--- src/rtl/hex_display_pkg.sv ---
// Glyph codes, seven-segment patterns and the glyph decode shared by the display controller.
package hex_display_pkg;

    localparam logic [4:0] GLYPH_MINUS = 5'h10;
    localparam logic [4:0] GLYPH_R     = 5'h11;
    localparam logic [4:0] GLYPH_E     = 5'h12;
    localparam logic [4:0] GLYPH_N     = 5'h13;
    localparam logic [4:0] GLYPH_BLANK = 5'h1F;

    // Patterns are active-high {g,f,e,d,c,b,a}.
    localparam logic [6:0] SEG_HEX [16] = '{
        7'h3F, 7'h06, 7'h5B, 7'h4F, 7'h66, 7'h6D, 7'h7D, 7'h07,
        7'h7F, 7'h6F, 7'h77, 7'h7C, 7'h39, 7'h5E, 7'h79, 7'h71
    };
    localparam logic [6:0] SEG_MINUS = 7'h40;
    localparam logic [6:0] SEG_R     = 7'h50;
    localparam logic [6:0] SEG_E     = 7'h79;
    localparam logic [6:0] SEG_N     = 7'h54;
    localparam logic [6:0] SEG_BLANK = 7'h00;

    function automatic logic [6:0] glyph_to_seg(input logic [4:0] code);
        logic [6:0] seg;
        seg = SEG_BLANK;
        if (!code[4]) begin
            seg = SEG_HEX[code[3:0]];
        end else begin
            case (code)
                GLYPH_MINUS: seg = SEG_MINUS;
                GLYPH_R:     seg = SEG_R;
                GLYPH_E:     seg = SEG_E;
                GLYPH_N:     seg = SEG_N;
                default:     seg = SEG_BLANK;
            endcase
        end
        return seg;
    endfunction

endpackage

--- src/rtl/hex_glyph_dec.sv ---
// One digit: glyph code plus dp plus blank to active-high segments {dp,g,f,e,d,c,b,a}.
module hex_glyph_dec (
    input  logic [4:0] code,
    input  logic       dp,
    input  logic       blank,
    output logic [7:0] seg
);
    import hex_display_pkg::*;

    always_comb begin
        seg = {dp, glyph_to_seg(code)};
        if (blank) begin
            seg = 8'h00;
        end
    end

endmodule

--- src/rtl/hex_display_ctrl.sv ---
// Multi-digit seven-segment controller with static and scanned outputs, blink and blanking.
// Leading-zero blanking is built only when HEX_DISPLAY_LZB_EN is defined.
module hex_display_ctrl #(
    parameter int NUM_DIGITS = 6,
    parameter int SCAN_DIV   = 50000,
    parameter int BLINK_DIV  = 12500000,
    parameter int ACTIVE_LOW = 1
) (
    input  logic                    clk,
    input  logic                    rst_n,
    input  logic                    load,
    input  logic [5*NUM_DIGITS-1:0] digit_codes,
    input  logic [NUM_DIGITS-1:0]   dp_mask,
    input  logic [NUM_DIGITS-1:0]   blank_mask,
    input  logic [NUM_DIGITS-1:0]   blink_mask,
    output logic [8*NUM_DIGITS-1:0] seg_static,
    output logic [7:0]              seg_mux,
    output logic [NUM_DIGITS-1:0]   dig_sel,
    output logic                    frame_tick
);
    import hex_display_pkg::*;

    localparam int IDX_W   = (NUM_DIGITS > 1) ? $clog2(NUM_DIGITS) : 1;
    localparam int SCAN_W  = $clog2(SCAN_DIV);
    localparam int BLINK_W = $clog2(BLINK_DIV);
    localparam logic [7:0] SEG_INACT = (ACTIVE_LOW != 0) ? 8'hFF : 8'h00;
    localparam logic [NUM_DIGITS-1:0] DIG_INACT = (ACTIVE_LOW != 0) ? {NUM_DIGITS{1'b1}} : {NUM_DIGITS{1'b0}};

    logic [5*NUM_DIGITS-1:0] sh_codes;
    logic [NUM_DIGITS-1:0]   sh_dp;
    logic [NUM_DIGITS-1:0]   sh_blank;
    logic [NUM_DIGITS-1:0]   sh_blink;

    always_ff @(posedge clk or negedge rst_n) begin
        if (!rst_n) begin
            sh_codes <= {NUM_DIGITS{GLYPH_BLANK}};
            sh_dp    <= '0;
            sh_blank <= '0;
            sh_blink <= '0;
        end else if (load) begin
            sh_codes <= digit_codes;
            sh_dp    <= dp_mask;
            sh_blank <= blank_mask;
            sh_blink <= blink_mask;
        end
    end

    logic [BLINK_W-1:0] blink_cnt;
    logic               blink_phase;
    logic               blink_tc;

    assign blink_tc = (blink_cnt == BLINK_W'(BLINK_DIV - 1));

    always_ff @(posedge clk or negedge rst_n) begin
        if (!rst_n) begin
            blink_cnt   <= '0;
            blink_phase <= 1'b0;
        end else begin
            blink_cnt <= blink_tc ? '0 : blink_cnt + 1'b1;
            if (blink_tc) begin
                blink_phase <= ~blink_phase;
            end
        end
    end

    logic [SCAN_W-1:0] scan_cnt;
    logic [IDX_W-1:0]  scan_idx;
    logic [IDX_W-1:0]  idx_next;
    logic              scan_tc;

    assign scan_tc = (scan_cnt == SCAN_W'(SCAN_DIV - 1));

    always_comb begin
        idx_next = scan_idx;
        if (scan_tc) begin
            idx_next = (scan_idx == IDX_W'(NUM_DIGITS - 1)) ? '0 : scan_idx + 1'b1;
        end
    end

    logic [NUM_DIGITS-1:0] eff_blank;
    logic [NUM_DIGITS-1:0] lzb_sup;

    assign eff_blank = sh_blank | (sh_blink & {NUM_DIGITS{blink_phase}});

`ifdef HEX_DISPLAY_LZB_EN
    // Suppression runs from the top digit down and stops at the first significant digit; digit 0 always shows.
    always_comb begin : lzb_scan
        logic lead;
        lead    = 1'b1;
        lzb_sup = '0;
        for (int i = NUM_DIGITS - 1; i > 0; i--) begin
            lead       = lead & ((sh_codes[5*i +: 5] == 5'h00) | eff_blank[i]);
            lzb_sup[i] = lead;
        end
    end
`else
    assign lzb_sup = '0;
`endif

    logic [7:0] seg_raw [NUM_DIGITS];

    for (genvar g = 0; g < NUM_DIGITS; g++) begin : g_dig
        hex_glyph_dec u_dec (
            .code  (lzb_sup[g] ? GLYPH_BLANK : sh_codes[5*g +: 5]),
            .dp    (sh_dp[g]),
            .blank (eff_blank[g]),
            .seg   (seg_raw[g])
        );
    end

    // seg_mux is loaded from the same source as seg_static so the two never disagree for the scanned digit.
    always_ff @(posedge clk or negedge rst_n) begin
        if (!rst_n) begin
            scan_cnt   <= '0;
            scan_idx   <= '0;
            seg_static <= {NUM_DIGITS{SEG_INACT}};
            seg_mux    <= SEG_INACT;
            dig_sel    <= DIG_INACT;
            frame_tick <= 1'b0;
        end else begin
            scan_cnt <= scan_tc ? '0 : scan_cnt + 1'b1;
            scan_idx <= idx_next;
            for (int i = 0; i < NUM_DIGITS; i++) begin
                seg_static[8*i +: 8] <= seg_raw[i] ^ SEG_INACT;
            end
            seg_mux    <= seg_raw[idx_next] ^ SEG_INACT;
            dig_sel    <= scan_tc ? DIG_INACT : ((NUM_DIGITS'(1) << idx_next) ^ DIG_INACT);
            frame_tick <= scan_tc && (idx_next == '0);
        end
    end

endmodule

--- config.mk ---
export PLATFORM = sky130hd
export DESIGN_NAME = hex_display_ctrl
export DESIGN_NICKNAME = d
export VERILOG_FILES = /design/src/rtl/hex_display_pkg.sv /design/src/rtl/hex_glyph_dec.sv /design/src/rtl/hex_display_ctrl.sv
export SDC_FILE = /design/constraint.sdc
export NUM_CORES = 1
export LEC_CHECK = 0
export ABC_CLOCK_PERIOD_IN_PS = 2400
export BUFFER_PORTS_ARGS = -buffer_cell sky130_fd_sc_hd__buf_2
export CORE_MARGIN = 1
export CORE_UTILIZATION = 30
export CTS_CLUSTER_SIZE = 25
export DETAILED_ROUTE_END_ITERATION = 12
export SYNTH_ARGS = -nofsm -noshare
export SYNTH_HDL_FRONTEND = slang
export SYNTH_HIERARCHICAL = 1
export SYNTH_SLANG_ARGS = --single-unit
--- constraint.sdc ---
create_clock -name clk -period 2.4 [get_ports clk]
set_clock_uncertainty 0.1 [all_clocks]
set_input_delay 0.24 -clock clk [delete_from_list [all_inputs] [get_ports clk]]
set_output_delay 0.24 -clock clk [all_outputs]
set_load 0.02 [all_outputs]
==> reports/metrics.cfg, run 1 <==
[status]
status=finished, violations left
violations=negative setup slack

[die]
floorplan.initialDensity_pct=30.54
ios=114
core_sq_um=29640
dieArea_sq_um=30870
die_width_um=175.7
num_rows=63
die_h_um=175.7

[clock_tree]
cts_made_buffers=17
htreeDepth=4
cts_buffer_depth=2
clk_pin_slew_ns=0.07
clock_sinks=155
clk-insertion-delay-late_ns=0.44
cts_root_buf=clkbuf_16
cts_tree=done

[sta]
fmax_mhz=400.5
hold_violations=0
final_max_slew_viol_count=0
rsz0062_at_grt=yes
relSlewSlack_pct=67.67
post-route-min-period_ns=2.497
worst_pin_slew_ns=0.4849
period_share_pct=104.0
fin_ws_ns=-0.09673
finalSetupViolCount=7

[detailed_routing]
wire_per_inst_um=15.84
vias=7449
drt-pass1-iter-count=5
drtAntennaViolNets=0
wl_mm=24.20
drt_iter0_drc=370
viasPerCell=4.875
drc_errors=0

[logic_synthesis]
synth_seq_cells=155
synth-simple-area-share_pct=17.40
yosys.area_share.adder_pct=6.082
netlist_area_sq_um=9051
synthMuxAreaShare_pct=12.51
synthArstFlopShare_pct=100.0
synth_common_cells=dfstp_2, inv_1, dfrtp_1
synth_top_cell_area_share_pct=26.71
yosysMostFrequentCell=dfstp_2
synthTopCellsByArea=dfstp_2, dfrtp_1, mux2_2, ha_1, mux2i_1
synth-compound-area-share_pct=10.60
synth_top_family_by_area=simple AND/OR/NAND/NOR gates
yosys_warnings=6
synth_xor_area_share_pct=3.290
synth_seq_area_share_pct=44.12
syn_area_per_cell_sq_um=10.55
synth.distinct_cells=63
synth_nets=953
synth.largest_area_cell=dfstp_2
ys.flop_type=dfstp_2
synth_cells=858
synth_edf_count=0

[global_routing]
overflow=0
grt_pass1_wl_mm=39.23
antenna_found_initial=0
grt_max_degree=66
grt_pass1_vias=7446
grt.total_usage_pct=16.22

[power]
internal-power_mw=5.217
leakage_nw=5.274
p_per_area_nw_per_um2=615.8
seq_power_share_pct=41.7
comb_power_share_pct=22.9
ir_drop_mv=0.4868
power_frac_clock_pct=35.4
swShare_pct=29.86
p_switching_mw=2.221

[setup_path]
critical_path.top_delay_family=simple AND/OR/NAND/NOR gates
critical_path_arrival_ns=2.74
r2r-start=scan_cnt[5]
slowest_stage=or4bb_4
start_kind=flop
cp-end-kind=flop
critPathMaxFanout=7
critical_path_class=reg -> reg
slowest_delay_ns=0.55
path_cells=or4bb_4, nor4_4, buf_4, buf_12, mux4_2, and2b_1, nor4_2
required_ns=2.64
worst-path-buf-inv=2
crit_start=scan_cnt[5]

[place]
postPlaceCellArea_sq_um=10770
portBuffers=113
placed_cells=1436
gp_congestion=0.8709
dp_hpwl_mm=17.59

[cells_and_area]
fin_nets=1220
diodes=0
syn_to_final_growth_pct=33.47
finalNonFillerCells=1528
drive_above_1_share_pct=42.71
final_area_sq_um=12080

[hold_path]
hold_path.class=in -> async

[flow_run]
maxCapViolations=0

[per-stage QoR]
step / hold WS [ns] / power (mW) / util, % / setup WS (ns) / TNS (ns)
3_3_place_gp: 0.1277 / 4.706 / 36.33 / -0.1144 / -0.3513
6_report: 0.2544 / 7.439 / 40.76 / -0.09673 / -0.5215
5_1_grt: 0.2751 / 7.806 / 40.76 / -0.2230 / -1.362
2_1_floorplan: -0.1556 / 4.045 / - / -0.2083 / -1.140
4_1_cts: 0.2471 / 7.479 / 40.11 / -0.1210 / -0.6527
3_5_place_dp: 0.1306 / 4.725 / 36.33 / -0.1342 / -0.6818
[cell families after synthesis]
group	Yosys count
and+or+nand+nor	272
DFF	155
AOI/OAI and AO/OA	143
buffers and inverters	120
muxes	90
adders and majority gates	44
xor gates and xnor gates	34
[timing repair]
item,in CTS,in global routing
buffers inserted,5,6
endpoints found under the hold margin,94,0
cloned,0,1
gates resized for setup,8,30
pin swaps,2,8
hold buffers,49,0
setup endpoints to repair,8,9
[layer usage]
metal | share of wire [%] | vias to the layer above | GRT usage, %
li1 | - | 3581 | -
met1 | 47 | 3678 | 21.62
met2 | 47 | 160 | 25.92
met3 | 3.4 | 30 | 3.074
met4 | 2.5 | 0 | 6.159
met5 | 0 | - | 0
[cells in the final DEF, fill, tap and decap left out, drive strengths merged, types with 11 or more instances in the layout]
cell,synthesis,layout
xor2,13,13
a21oi,51,51
ha,44,44
mux2i,28,28
dfrtp,63,63
inv,80,86
nor2,40,40
clkbuf,18,22
xnor2,21,21
nand3,38,38
and2b,11,11
buf,22,238
o31ai,11,11
mux2,50,50
nand2,55,55
nor2b,18,18
o21ai,19,19
nor4b,12,12
or3,13,13
nor4,19,19
dfstp,92,92
mux4,12,12
dlygate4sd3,0,49
[power groups by stage]
stage                     Combinational (mW)  Clock (mW)  Sequential, mW
after floorplan                        0.787           0            3.26
after global placement                  1.57           0            3.13
after detailed placement                1.59           0            3.14
after CTS                               1.67        2.71            3.10
after global routing                    1.85        2.82            3.13
final                                   1.70        2.64            3.10
[worst reg2reg max path, delay by kind of cell, from the launching register on]
family,cells,cell delay (ns)
and+or+nand+nor,4,1.12
DFF,1,0.38
buffers and inverters,2,0.32
muxes,1,0.49
[sequential cells by signal, summed over array words and instances, names as in the netlist]
register	flops
seg_static	48
sh_codes	30
blink_cnt	24
scan_cnt	16
seg_mux	8
dig_sel	6
sh_blank	6
sh_blink	6
sh_dp	6
scan_idx	3
blink_phase	1
frame_tick	1
[area by class of cell]
cell class / instances / area, sq um
sequential: 155 / 3995
tap: 390 / 488.0
clock buffer: 21 / 450.4
clock inverter: 11 / 111.4
timing repair buffer: 288 / 2105
inverter: 80 / 305.3
fill: 2948 / 17560
multi-input combinational: 583 / 4626
[path summary, 6_finish.rpt]
kind | to | slack, ns | cells after the start
worst max-delay path | seg_mux[1] | -0.1 | 7
worst max register to register | seg_mux[1] | -0.1 | 7
min in group clk | sh_dp[0] | 0.30 | 3
worst min register to register | blink_cnt[20] | 0.38 | 1
worst min-delay path | sh_dp[3] | 0.25 | 2
max in group asynchronous | sh_codes[20] | 1.22 | 3
No activity file was read; power rests on OpenSTA's default activity.
==> run 2, diff against run 1 <==
--- a/config.mk
+++ b/config.mk
@@ -11,7 +11,9 @@
 export CORE_UTILIZATION = 30
 export CTS_CLUSTER_SIZE = 25
 export DETAILED_ROUTE_END_ITERATION = 12
+export SETUP_SLACK_MARGIN = 0.5
 export SYNTH_ARGS = -nofsm -noshare
 export SYNTH_HDL_FRONTEND = slang
 export SYNTH_HIERARCHICAL = 1
 export SYNTH_SLANG_ARGS = --single-unit
+export TNS_END_PERCENT = 5
==> reports/metrics.cfg, run 2 (synthesized netlist as in run 1, its figures left out) <==
[status]
status=finished, violations left
violations=negative setup slack

[clock_tree]
htreeDepth=4  ; unchanged
clock_sinks=155  ; unchanged
cts_root_buf=clkbuf_16
clk-insertion-delay-late_ns=0.43  ; about the same
clk_pin_slew_ns=0.06  ; about the same
cts_made_buffers=17  ; unchanged
cts_tree=done
cts_buffer_depth=2  ; unchanged

[sta]
rsz0062_at_grt=yes
finalSetupViolCount=6  ; -1
relSlewSlack_pct=65.36  ; -2.3 points
final_max_slew_viol_count=0  ; unchanged
period_share_pct=104.5  ; +0.45 points
post-route-min-period_ns=2.508  ; +0.01089 ns
hold_violations=0  ; unchanged
fmax_mhz=398.8  ; -0.43%
setup_tns_ns=-0.5188  ; +0.002672 ns
worst_pin_slew_ns=0.5197  ; +0.03477 ns
fin_ws_ns=-0.1076  ; -0.01089 ns
fin_hold_ws_ns=0.2431  ; -0.01134 ns

[global_routing]
grt_pass1_wl_mm=38.96  ; -0.69%
overflow=0  ; unchanged
grt_max_degree=49  ; -26%
antenna_found_initial=0  ; unchanged
grt.total_usage_pct=16.36  ; +0.14 points
grt_pass1_vias=7344  ; -1.4%

[cells_and_area]
largest_reg_flops=48  ; unchanged
fin_nets=1211  ; -0.74%
final_cell_mix=buf_2, buf_4, dfstp_2
final_area_sq_um=12320  ; +2.0%
drive_above_1_share_pct=46.59  ; +3.9 points
utilization_pct=41.58  ; +0.82 points
top_regs=seg_static (48), sh_codes (30), blink_cnt (24)
diodes=0  ; unchanged
syn_to_final_growth_pct=36.15
layout_commonest_cell=buf_2
fillerInstances=2869  ; -2.7%
regMostFlops=seg_static

[die]
num_rows=63  ; unchanged
core_sq_um=29640  ; unchanged
floorplan.initialDensity_pct=30.54  ; unchanged
ios=114  ; unchanged
die_width_um=175.7  ; unchanged
dieArea_sq_um=30870  ; unchanged
die_h_um=175.7  ; unchanged

[power]
p_switching_mw=2.251  ; +1.3%
p_per_area_nw_per_um2=625.4  ; +1.6%
internal-power_mw=5.456  ; +4.6%
comb_power_share_pct=23.5  ; +0.6 points
power_frac_clock_pct=36.1  ; +0.7 points
seq_power_share_pct=40.4  ; -1.3 points
swShare_pct=29.20  ; -0.66 points
leakage_nw=5.297  ; +0.43%
ir_drop_mv=0.4121  ; -15%

[place]
postPlaceCellArea_sq_um=10760  ; -0.12%
gp_congestion=0.8821  ; +1.3%
dp_hpwl_mm=18.10  ; +2.9%
portBuffers=113  ; unchanged

[detailed_routing]
drc_errors=0  ; unchanged
vias=7431  ; -0.24%
wire_per_inst_um=16.42  ; +3.7%
drt-pass1-iter-count=5  ; unchanged
drt_iter0_drc=424  ; +15%
viasPerCell=4.892  ; +0.35%
wl_mm=24.94  ; +3.1%
drtAntennaViolNets=0  ; unchanged

[setup_path]
r2r_cells=6  ; -1
cp-end-kind=flop
critical_path_arrival_ns=2.75  ; about the same
r2r_slack_ns=-0.11  ; about the same
rr_endpoint=seg_mux[7]
critPathMaxFanout=7  ; unchanged
critical_path_class=reg -> reg
start_kind=flop
r2r-start=scan_cnt[5]
required_ns=2.64  ; about the same

[hold_path]
hold_path.class=in -> async

[flow_run]
maxCapViolations=0  ; unchanged

[run 2: cell count changes in the layout (fill, tap and decap cells not counted), moves of 4 or more]
cell     before  now
buf_4       118  107
o32ai_4       0    4
nor4b_1      10    6
buf_6         2    8
ha_1         40   33
inv_1        67   56
nand2_1      54   50
inv_2        12   20
nor4b_2       2    6
a21oi_2       4   10
ha_4          0    7
a21oi_1      47   40
[run 2: what timing repair did]
action	4_1_cts	5_1_grt
buffers inserted	1	1
hold endpoints to repair	87	0
gates resized for setup	39	62
hold buffers	49	0
pin swaps	13	27
setup endpoints to repair	42	72
[run 2: worst max-delay path by stage]
stage                     slack, ns          to  depth (start not counted)         from
final                         -0.11  seg_mux[7]                          6  scan_cnt[5]
after global routing          -0.21  seg_mux[0]                          6  scan_cnt[5]
after floorplan               -0.21  seg_mux[7]                          5  scan_cnt[5]
after CTS                     -0.13  seg_mux[7]                          6  scan_cnt[7]
after detailed placement      -0.22  seg_mux[7]                          6  scan_cnt[5]
after global placement        -0.08  seg_mux[7]                          6  scan_cnt[5]
[run 2: routing by layer]
| layer | GRT usage [%] | routed length, um | up-vias |
|---|---|---|---|
| met2 | 25.79 | 11670 | 199 |
| met1 | 21.57 | 11380 | 3622 |
| met5 | 0 | 0 | - |
| met4 | 8.080 | 922 | 0 |
| met3 | 2.857 | 971 | 47 |
| li1 | - | - | 3563 |
[run 2: layout make-up]
class	instances	area [sq um]	area share [%]
inverter	80	312.8	2.538
multi-input combinational	583	4913	39.87
clock buffer	18	439.2	3.564
timing repair buffer	279	2004	16.27
tap	390	488.0	3.960
sequential	155	3999	32.45
clock inverter	14	166.4	1.350
[run 2: worst max-delay path: stages, from the launching register on]
cell     delay, ns
dfrtp_1       0.38
or4bb_4       0.56
nor4_4        0.36
buf_6         0.19
mux4_2        0.49
and2b_1       0.18
nor4_2        0.15
[run 2: stage by stage]
stage / setup WS (ns) / total power, mW / instances
6_report: -0.1076 / 7.707 / 1519
5_1_grt: -0.2074 / 8.052 / 1519
4_1_cts: -0.1291 / 7.703 / 1518
3_5_place_dp: -0.2203 / 4.748 / 1436
3_3_place_gp: -0.07938 / 4.722 / 1436
2_1_floorplan: -0.2083 / 4.045 / 858
[run 2: power groups by stage]
stage	Clock [mW]	Sequential [mW]	Combinational, mW
6_report	2.78	3.11	1.81
5_1_grt	2.95	3.14	1.96
4_1_cts	2.86	3.11	1.73
3_5_place_dp	0	3.14	1.60
3_3_place_gp	0	3.14	1.58
2_1_floorplan	0	3.26	0.787
